===== config.mk =====
export PLATFORM = sky130hd
export DESIGN_NAME = simon_seq_ctrl_flat
export DESIGN_NICKNAME = d
export VERILOG_FILES = /design/src/rtl/simon_seq_ctrl_if.sv /design/src/rtl/simon_seq_ctrl.sv /design/src/flat_wrapper.sv
export SDC_FILE = /design/constraint.sdc
export NUM_CORES = 1
export LEC_CHECK = 0
export ABC_AREA = 1
export CORE_UTILIZATION = 45
export CTS_BUF_LIST = sky130_fd_sc_hd__clkbuf_4 sky130_fd_sc_hd__clkbuf_8
export DETAILED_ROUTE_END_ITERATION = 12
export GPL_TIMING_DRIVEN = 1
export PLACE_DENSITY_LB_ADDON = 0.12
export SYNTH_ARGS = -nofsm -noshare
export SYNTH_HDL_FRONTEND = slang
export SYNTH_SLANG_ARGS = --single-unit
export TNS_END_PERCENT = 100

===== constraint.sdc =====
create_clock -name CLK -period 2.6 [get_ports CLK]
set_clock_uncertainty 0.15 [all_clocks]
set_input_delay 0.39 -clock CLK [delete_from_list [all_inputs] [get_ports CLK]]
set_output_delay 0.39 -clock CLK [all_outputs]
set_load 0.02 [all_outputs]

===== src/rtl/simon_seq_ctrl_if.sv =====
// Signal bundle between simon_seq_ctrl and its game environment
// (encoder, random source, display/sound, pulse timer).
interface simon_seq_ctrl_if #(
   parameter int COLOR_W = 2,
   parameter int DEPTH   = 32
);
   localparam int CNT_W = $clog2(DEPTH + 1);

   logic               START_GAME;
   logic [COLOR_W-1:0] RAND;
   logic [COLOR_W-1:0] IN;
   logic               IN_VALID;
   logic               TIMER_PULSE;
   logic               TIMER_GO;
   logic [COLOR_W-1:0] OUT;
   logic               OUT_ENA;
   logic               WIN;
   logic               LOSE;
   logic               HS;
   logic [CNT_W-1:0]   SCORE;
   logic [CNT_W-1:0]   HIGH_SCORE;

   modport master (
      output START_GAME, RAND, IN, IN_VALID, TIMER_PULSE,
      input  TIMER_GO, OUT, OUT_ENA, WIN, LOSE, HS, SCORE, HIGH_SCORE
   );

   modport slave (
      input  START_GAME, RAND, IN, IN_VALID, TIMER_PULSE,
      output TIMER_GO, OUT, OUT_ENA, WIN, LOSE, HS, SCORE, HIGH_SCORE
   );
endinterface


===== src/rtl/simon_seq_ctrl.sv =====
// Sequence-memory game controller: grows, plays back and checks a colour sequence.
// Optional per-input timeout enabled by defining CTRL_INPUT_TIMEOUT_EN.
module simon_seq_ctrl #(
   parameter int COLOR_W        = 2,
   parameter int DEPTH          = 32,
   parameter int TIMEOUT_PULSES = 4
) (
   input logic             CLK,
   input logic             RST_N,
   simon_seq_ctrl_if.slave bus
);
   localparam int CNT_W = $clog2(DEPTH + 1);
   localparam int IDX_W = $clog2(DEPTH);

   if (DEPTH < 2 || (DEPTH & (DEPTH - 1)) != 0 || TIMEOUT_PULSES < 1) begin : g_bad_param
      $error("simon_seq_ctrl: DEPTH must be a power of two >= 2, TIMEOUT_PULSES >= 1");
   end

   typedef enum logic [3:0] {
      S_IDLE, S_ADD, S_SHOW, S_SHOW_WAIT, S_GAP, S_INPUT, S_WIN, S_LOSE, S_END
   } state_t;

   state_t             r_state, w_state_nxt;
   logic [COLOR_W-1:0] r_stack [DEPTH];
   logic [CNT_W-1:0]   r_cnt, w_cnt_nxt;
   logic [CNT_W-1:0]   r_idx, w_idx_nxt;
   logic [COLOR_W-1:0] r_out, w_out_nxt;
   logic               r_ena, w_ena_nxt;
   logic               r_go, w_go_nxt;
   logic               r_win, w_win_nxt;
   logic               r_lose, w_lose_nxt;
   logic               r_hs, w_hs_nxt;
   logic [CNT_W-1:0]   r_score, w_score_nxt;
   logic [CNT_W-1:0]   r_hi, w_hi_nxt;
   logic               w_wr_en;
   logic [COLOR_W-1:0] w_cur;
   logic               w_last;

`ifdef CTRL_INPUT_TIMEOUT_EN
   localparam int TMO_W = $clog2(TIMEOUT_PULSES + 1);
   logic [TMO_W-1:0]   r_tmo, w_tmo_nxt;
`endif

   assign w_cur  = r_stack[r_idx[IDX_W-1:0]];
   assign w_last = (r_idx == r_cnt - CNT_W'(1));

   always_comb begin
      w_state_nxt = r_state;
      w_cnt_nxt   = r_cnt;
      w_idx_nxt   = r_idx;
      w_out_nxt   = r_out;
      w_ena_nxt   = r_ena;
      w_go_nxt    = 1'b0;
      w_win_nxt   = r_win;
      w_lose_nxt  = r_lose;
      w_hs_nxt    = 1'b0;
      w_score_nxt = r_score;
      w_hi_nxt    = r_hi;
      w_wr_en     = 1'b0;
`ifdef CTRL_INPUT_TIMEOUT_EN
      w_tmo_nxt   = r_tmo;
`endif
      case (r_state)
         S_IDLE: begin
            w_ena_nxt = 1'b0;
            w_idx_nxt = '0;
            w_cnt_nxt = '0;
            if (bus.START_GAME) begin
               w_score_nxt = '0;
               w_win_nxt   = 1'b0;
               w_lose_nxt  = 1'b0;
               w_state_nxt = S_ADD;
            end
         end
         S_ADD: begin
            if (r_cnt == CNT_W'(DEPTH)) begin
               w_state_nxt = S_WIN;
            end else begin
               w_wr_en     = 1'b1;
               w_cnt_nxt   = r_cnt + CNT_W'(1);
               w_idx_nxt   = '0;
               w_state_nxt = S_SHOW;
            end
         end
         S_SHOW: begin
            w_out_nxt   = w_cur;
            w_ena_nxt   = 1'b1;
            w_go_nxt    = 1'b1;
            w_state_nxt = S_SHOW_WAIT;
         end
         S_SHOW_WAIT: begin
            if (bus.TIMER_PULSE) begin
               w_ena_nxt   = 1'b0;
               w_go_nxt    = 1'b1;
               w_state_nxt = S_GAP;
            end
         end
         S_GAP: begin
            if (bus.TIMER_PULSE) begin
               if (w_last) begin
                  w_idx_nxt   = '0;
                  w_go_nxt    = 1'b1;
                  w_state_nxt = S_INPUT;
`ifdef CTRL_INPUT_TIMEOUT_EN
                  w_tmo_nxt   = '0;
`endif
               end else begin
                  w_idx_nxt   = r_idx + CNT_W'(1);
                  w_state_nxt = S_SHOW;
               end
            end
         end
         S_INPUT: begin
            // A coincident timer pulse loses to IN_VALID and the timeout restarts.
            if (bus.IN_VALID) begin
               if (bus.IN != w_cur) begin
                  w_state_nxt = S_LOSE;
               end else if (w_last) begin
                  w_score_nxt = r_cnt;
                  w_state_nxt = S_ADD;
               end else begin
                  w_idx_nxt = r_idx + CNT_W'(1);
                  w_go_nxt  = 1'b1;
`ifdef CTRL_INPUT_TIMEOUT_EN
                  w_tmo_nxt = '0;
`endif
               end
            end
`ifdef CTRL_INPUT_TIMEOUT_EN
            else if (bus.TIMER_PULSE) begin
               if (r_tmo == TMO_W'(TIMEOUT_PULSES - 1)) begin
                  w_state_nxt = S_LOSE;
               end else begin
                  w_tmo_nxt = r_tmo + TMO_W'(1);
               end
            end
`endif
         end
         S_WIN: begin
            w_win_nxt   = 1'b1;
            w_state_nxt = S_END;
         end
         S_LOSE: begin
            w_lose_nxt  = 1'b1;
            w_state_nxt = S_END;
         end
         S_END: begin
            if (r_score > r_hi) begin
               w_hi_nxt = r_score;
               w_hs_nxt = 1'b1;
            end
            w_state_nxt = S_IDLE;
         end
         default: w_state_nxt = S_IDLE;
      endcase
   end

   always_ff @(posedge CLK) begin
      if (!RST_N) begin
         r_state <= S_IDLE;
         r_cnt   <= '0;
         r_idx   <= '0;
         r_out   <= '1;
         r_ena   <= 1'b0;
         r_go    <= 1'b0;
         r_win   <= 1'b0;
         r_lose  <= 1'b0;
         r_hs    <= 1'b0;
         r_score <= '0;
         r_hi    <= '0;
`ifdef CTRL_INPUT_TIMEOUT_EN
         r_tmo   <= '0;
`endif
      end else begin
         r_state <= w_state_nxt;
         r_cnt   <= w_cnt_nxt;
         r_idx   <= w_idx_nxt;
         r_out   <= w_out_nxt;
         r_ena   <= w_ena_nxt;
         r_go    <= w_go_nxt;
         r_win   <= w_win_nxt;
         r_lose  <= w_lose_nxt;
         r_hs    <= w_hs_nxt;
         r_score <= w_score_nxt;
         r_hi    <= w_hi_nxt;
`ifdef CTRL_INPUT_TIMEOUT_EN
         r_tmo   <= w_tmo_nxt;
`endif
      end
   end

   // Sequence storage carries no reset; only entries below cnt are ever read.
   always_ff @(posedge CLK) begin
      if (w_wr_en) begin
         r_stack[r_cnt[IDX_W-1:0]] <= bus.RAND;
      end
   end

   assign bus.TIMER_GO   = r_go;
   assign bus.OUT        = r_out;
   assign bus.OUT_ENA    = r_ena;
   assign bus.WIN        = r_win;
   assign bus.LOSE       = r_lose;
   assign bus.HS         = r_hs;
   assign bus.SCORE      = r_score;
   assign bus.HIGH_SCORE = r_hi;
endmodule

===== src/flat_wrapper.sv =====
// flat-port wrapper written by rule: the top's interface ports become plain ports
module simon_seq_ctrl_flat 
#(
   parameter int COLOR_W        = 2,
   parameter int DEPTH          = 32,
   parameter int TIMEOUT_PULSES = 4
)
  (CLK, RST_N, bus_START_GAME, bus_RAND, bus_IN, bus_IN_VALID, bus_TIMER_PULSE, bus_TIMER_GO, bus_OUT, bus_OUT_ENA, bus_WIN, bus_LOSE, bus_HS, bus_SCORE, bus_HIGH_SCORE);
  simon_seq_ctrl_if #(.COLOR_W(COLOR_W), .DEPTH(DEPTH)) bus_i ();
  input logic CLK;
  input logic RST_N;
  input wire logic [$bits(bus_i.START_GAME)-1:0] bus_START_GAME;
  input wire logic [$bits(bus_i.RAND)-1:0] bus_RAND;
  input wire logic [$bits(bus_i.IN)-1:0] bus_IN;
  input wire logic [$bits(bus_i.IN_VALID)-1:0] bus_IN_VALID;
  input wire logic [$bits(bus_i.TIMER_PULSE)-1:0] bus_TIMER_PULSE;
  output wire logic [$bits(bus_i.TIMER_GO)-1:0] bus_TIMER_GO;
  output wire logic [$bits(bus_i.OUT)-1:0] bus_OUT;
  output wire logic [$bits(bus_i.OUT_ENA)-1:0] bus_OUT_ENA;
  output wire logic [$bits(bus_i.WIN)-1:0] bus_WIN;
  output wire logic [$bits(bus_i.LOSE)-1:0] bus_LOSE;
  output wire logic [$bits(bus_i.HS)-1:0] bus_HS;
  output wire logic [$bits(bus_i.SCORE)-1:0] bus_SCORE;
  output wire logic [$bits(bus_i.HIGH_SCORE)-1:0] bus_HIGH_SCORE;
  assign bus_i.START_GAME = bus_START_GAME;
  assign bus_i.RAND = bus_RAND;
  assign bus_i.IN = bus_IN;
  assign bus_i.IN_VALID = bus_IN_VALID;
  assign bus_i.TIMER_PULSE = bus_TIMER_PULSE;
  assign bus_TIMER_GO = bus_i.TIMER_GO;
  assign bus_OUT = bus_i.OUT;
  assign bus_OUT_ENA = bus_i.OUT_ENA;
  assign bus_WIN = bus_i.WIN;
  assign bus_LOSE = bus_i.LOSE;
  assign bus_HS = bus_i.HS;
  assign bus_SCORE = bus_i.SCORE;
  assign bus_HIGH_SCORE = bus_i.HIGH_SCORE;
  simon_seq_ctrl #(.COLOR_W(COLOR_W), .DEPTH(DEPTH), .TIMEOUT_PULSES(TIMEOUT_PULSES)) u_core (.CLK(CLK), .RST_N(RST_N), .bus(bus_i));
endmodule

==> results.ini <==
[min_path]
hold_depth = 2
holdCritPathClass = flip-flop to flip-flop

[finish]
syn2layout_area_growth_pct = 12.0
layout_commonest_cell = nand2_1
stdcell_count = 742
layout.nets = 621
layout_common_cells = nand2_1 (144), nor2_1 (83), nand3_1 (79)
layout-drive-gt1-share_pct = 7.43
fill_cells = 1012
n_antenna_cell = 0
final_cell_area_sq_um = 5520
post-route-util_pct = 52.8

[setup_path]
worstSetupPathType = flip-flop to flip-flop
reg2reg_depth = 12
cp.depth = 12
required_ns = 2.72
crit_path_start = u_core.r_cnt[0]$_SDFFE_PN0P_
cp_max_fo = 7
worst-path-buf-inv = 1
reg2reg_from = u_core.r_cnt[0]$_SDFFE_PN0P_
regToRegSetupSlack_ns = 0.26
end_kind = flip-flop
timing.rr.end = u_core.bus.SCORE[5]$_SDFFE_PN0P_
cp-start-kind = flip-flop
crit_family = simple AND/OR/NAND/NOR gates
critPathMaxStageDelay_ns = 0.37
cp-endpoint = u_core.bus.SCORE[5]$_SDFFE_PN0P_
crit_path_top_delay_cell = dfxtp_2
arrival_ns = 2.47
worstPathCellList = inv_1, ha_2, xor2_1, o21ai_0, nor2_1, nand2_1, nor3b_4, nand2_1, a21oi_2, nand2_2, o21ai_0, nor2_1

[routing]
post_drt_wl_per_cell_um = 14.7
drt-initial-drc-count = 164
drcViolationCount = 0
via_per_inst = 5.14
dr.pass1.iters = 5
vias = 3816
wirelength_um = 10900
drtAntennaViolNets = 0

[timing]
rsz0062_at_grt = no
final.min_clock_period_ns = 2.34
worst_pin_slew_ns = 0.451
hold_viol = 0
final-setup-viol-count = 0
finalCritPeriodShare_pct = 90.1
slew_headroom_pct = 69.7
whs_ns = 0.321
finalWorstSetupSlack_ns = 0.256
setup-tns-final_ns = 0
finalMaxSlewViolations = 0
fmax_ghz = 0.427

[synthesis]
synth_cells = 574
synth_fp_nets = 594
ys_ff_latch = 104
synth.area.top_cells = edfxtp_1 (39%), dfxtp_1 (16%), nand2_1 (11%)
synth_top_area_share_pct = 39.0
synth_area_sq_um = 4930
yosysSeqAreaShare_pct = 55.2
synth_cell_types = 31
synth.avg_cell_area_sq_um = 8.59
synth_area_leader_cell = edfxtp_1
synth_warnings = 0

[pwr]
leakage_nw = 2.19
ir_drop_mv = 0.264
power.density_nw_per_um2 = 694
power_mw = 3.83

[clock_tree]
cts_buffers = 9
htree_num_levels = 3
root_buffer = clkbuf_8
cts_buffer_depth = 2
clock-sinks = 104
hold_buffers = 0
cts_tree = yes
path_clk_slew_ns = 0.09
clock_latency_ns = 0.38

[flow_run]
drv_cap = 0

[global_routing]
grt_pass1_vias = 3674
grt_max_degree = 33
grt_usage_pct = 20.7
grt_pass1_wl_um = 17800
antenna_found_initial = 0
overflow = 0

[placed_design]
io_buffers = 27
place_area_sq_um = 5310
placed_cells = 726
hpwlAfterDp_um = 7540
routabilityCongestion = 0.881
post-place-ws_ns = 0.152

[floorplan]
die_w_um = 107
num_rows = 37
die_h_um = 107
die_area_sq_um = 11400
pin_count = 28
start_util_pct = 47.1
core_area_sq_um = 10500

[run_status]
status = completed

[logic make-up after synthesis]
group                      count (synthesis)  share of synthesized area [%]
adders and majority gates                 11                           2.79
xor gates and xnor gates                   8                           1.57
buffers and inverters                     75                           6.83
DFF                                      104                           55.2
AOI/OAI and AO/OA                         51                           5.43
and+or+nand+nor                          325                           28.1
[area by class of cell]
type	count	area, sq um	share of cell area (%)
well taps	136	170	3.08
repair buffers	37	349	6.33
multi-input cells	395	1880	34.0
inverters	54	206	3.74
flip-flops and latches	104	2720	49.4
clock buffers	10	138	2.49
clock inverters	6	56.3	1.02
[routing by layer]
| layer | global-route usage (%) | routed length [um] |
|---|---|---|
| met1 | 26.1 | 4910 |
| met2 | 34.5 | 5210 |
| met3 | 2.80 | 459 |
| met4 | 11.1 | 329 |
| met5 | 0 | 0 |
[Yosys cell counts (all sizes together)]
cell     number
nor3          7
nand4         4
nor2         84
a211oi        2
nand2       147
inv          53
clkbuf        5
nand3        80
o21ai        19
a2111oi       1
ha           11
o22ai         1
nor3b         2
dfxtp        40
buf          16
clkinv        1
o211ai        1
xor2          8
nand3b        1
a21oi        27
edfxtp       64
[flip-flops by register name, indices dropped and copies added, names as in the netlist, named ones only]
name,flops
u_core.bus.SCORE,6
u_core.bus.HS,1
u_core.r_stack,64
u_core.bus.OUT_ENA,1
u_core.r_state,4
u_core.bus.OUT,2
u_core.r_cnt,6
u_core.r_idx,6
u_core.bus.TIMER_GO,1
u_core.bus.HIGH_SCORE,6
u_core.bus.WIN,1
u_core.bus.LOSE,1
[how the worst min path moves through the flow]
stage	from	end
after floorplan	u_core.r_state[2]$_SDFFE_PN0P_	u_core.r_state[2]$_SDFFE_PN0P_
after global placement	u_core.bus.LOSE$_SDFFE_PN0P_	u_core.bus.LOSE$_SDFFE_PN0P_
after detailed placement	u_core.bus.LOSE$_SDFFE_PN0P_	u_core.bus.LOSE$_SDFFE_PN0P_
after CTS	u_core.bus.WIN$_SDFFE_PN0P_	u_core.bus.WIN$_SDFFE_PN0P_
after global routing	u_core.bus.WIN$_SDFFE_PN0P_	u_core.bus.WIN$_SDFFE_PN0P_
final	u_core.bus.WIN$_SDFFE_PN0P_	u_core.bus.WIN$_SDFFE_PN0P_
[timing repair]
item | CTS | global route
resized for setup | 0 | 7
endpoints found under the setup margin | 0 | 19
buffers inserted | 0 | 0
endpoints found under the hold margin | 0 | 0
[power by group]
group | internal [mW] | switching (mW)
registers | 1.82 | 0.0728
logic | 0.330 | 0.588
clock network | 0.467 | 0.551
[worst reg2reg max path: stages, from the launching register on]
cell     delay [ns]
dfxtp_2        0.37
inv_1          0.07
ha_2           0.34
xor2_1         0.13
o21ai_0        0.09
nor2_1         0.10
nand2_1        0.10
nor3b_4        0.24
nand2_1        0.12
a21oi_2        0.16
nand2_2        0.14
o21ai_0        0.18
nor2_1         0.05
Note: power is estimated with default switching activity, not from simulation.
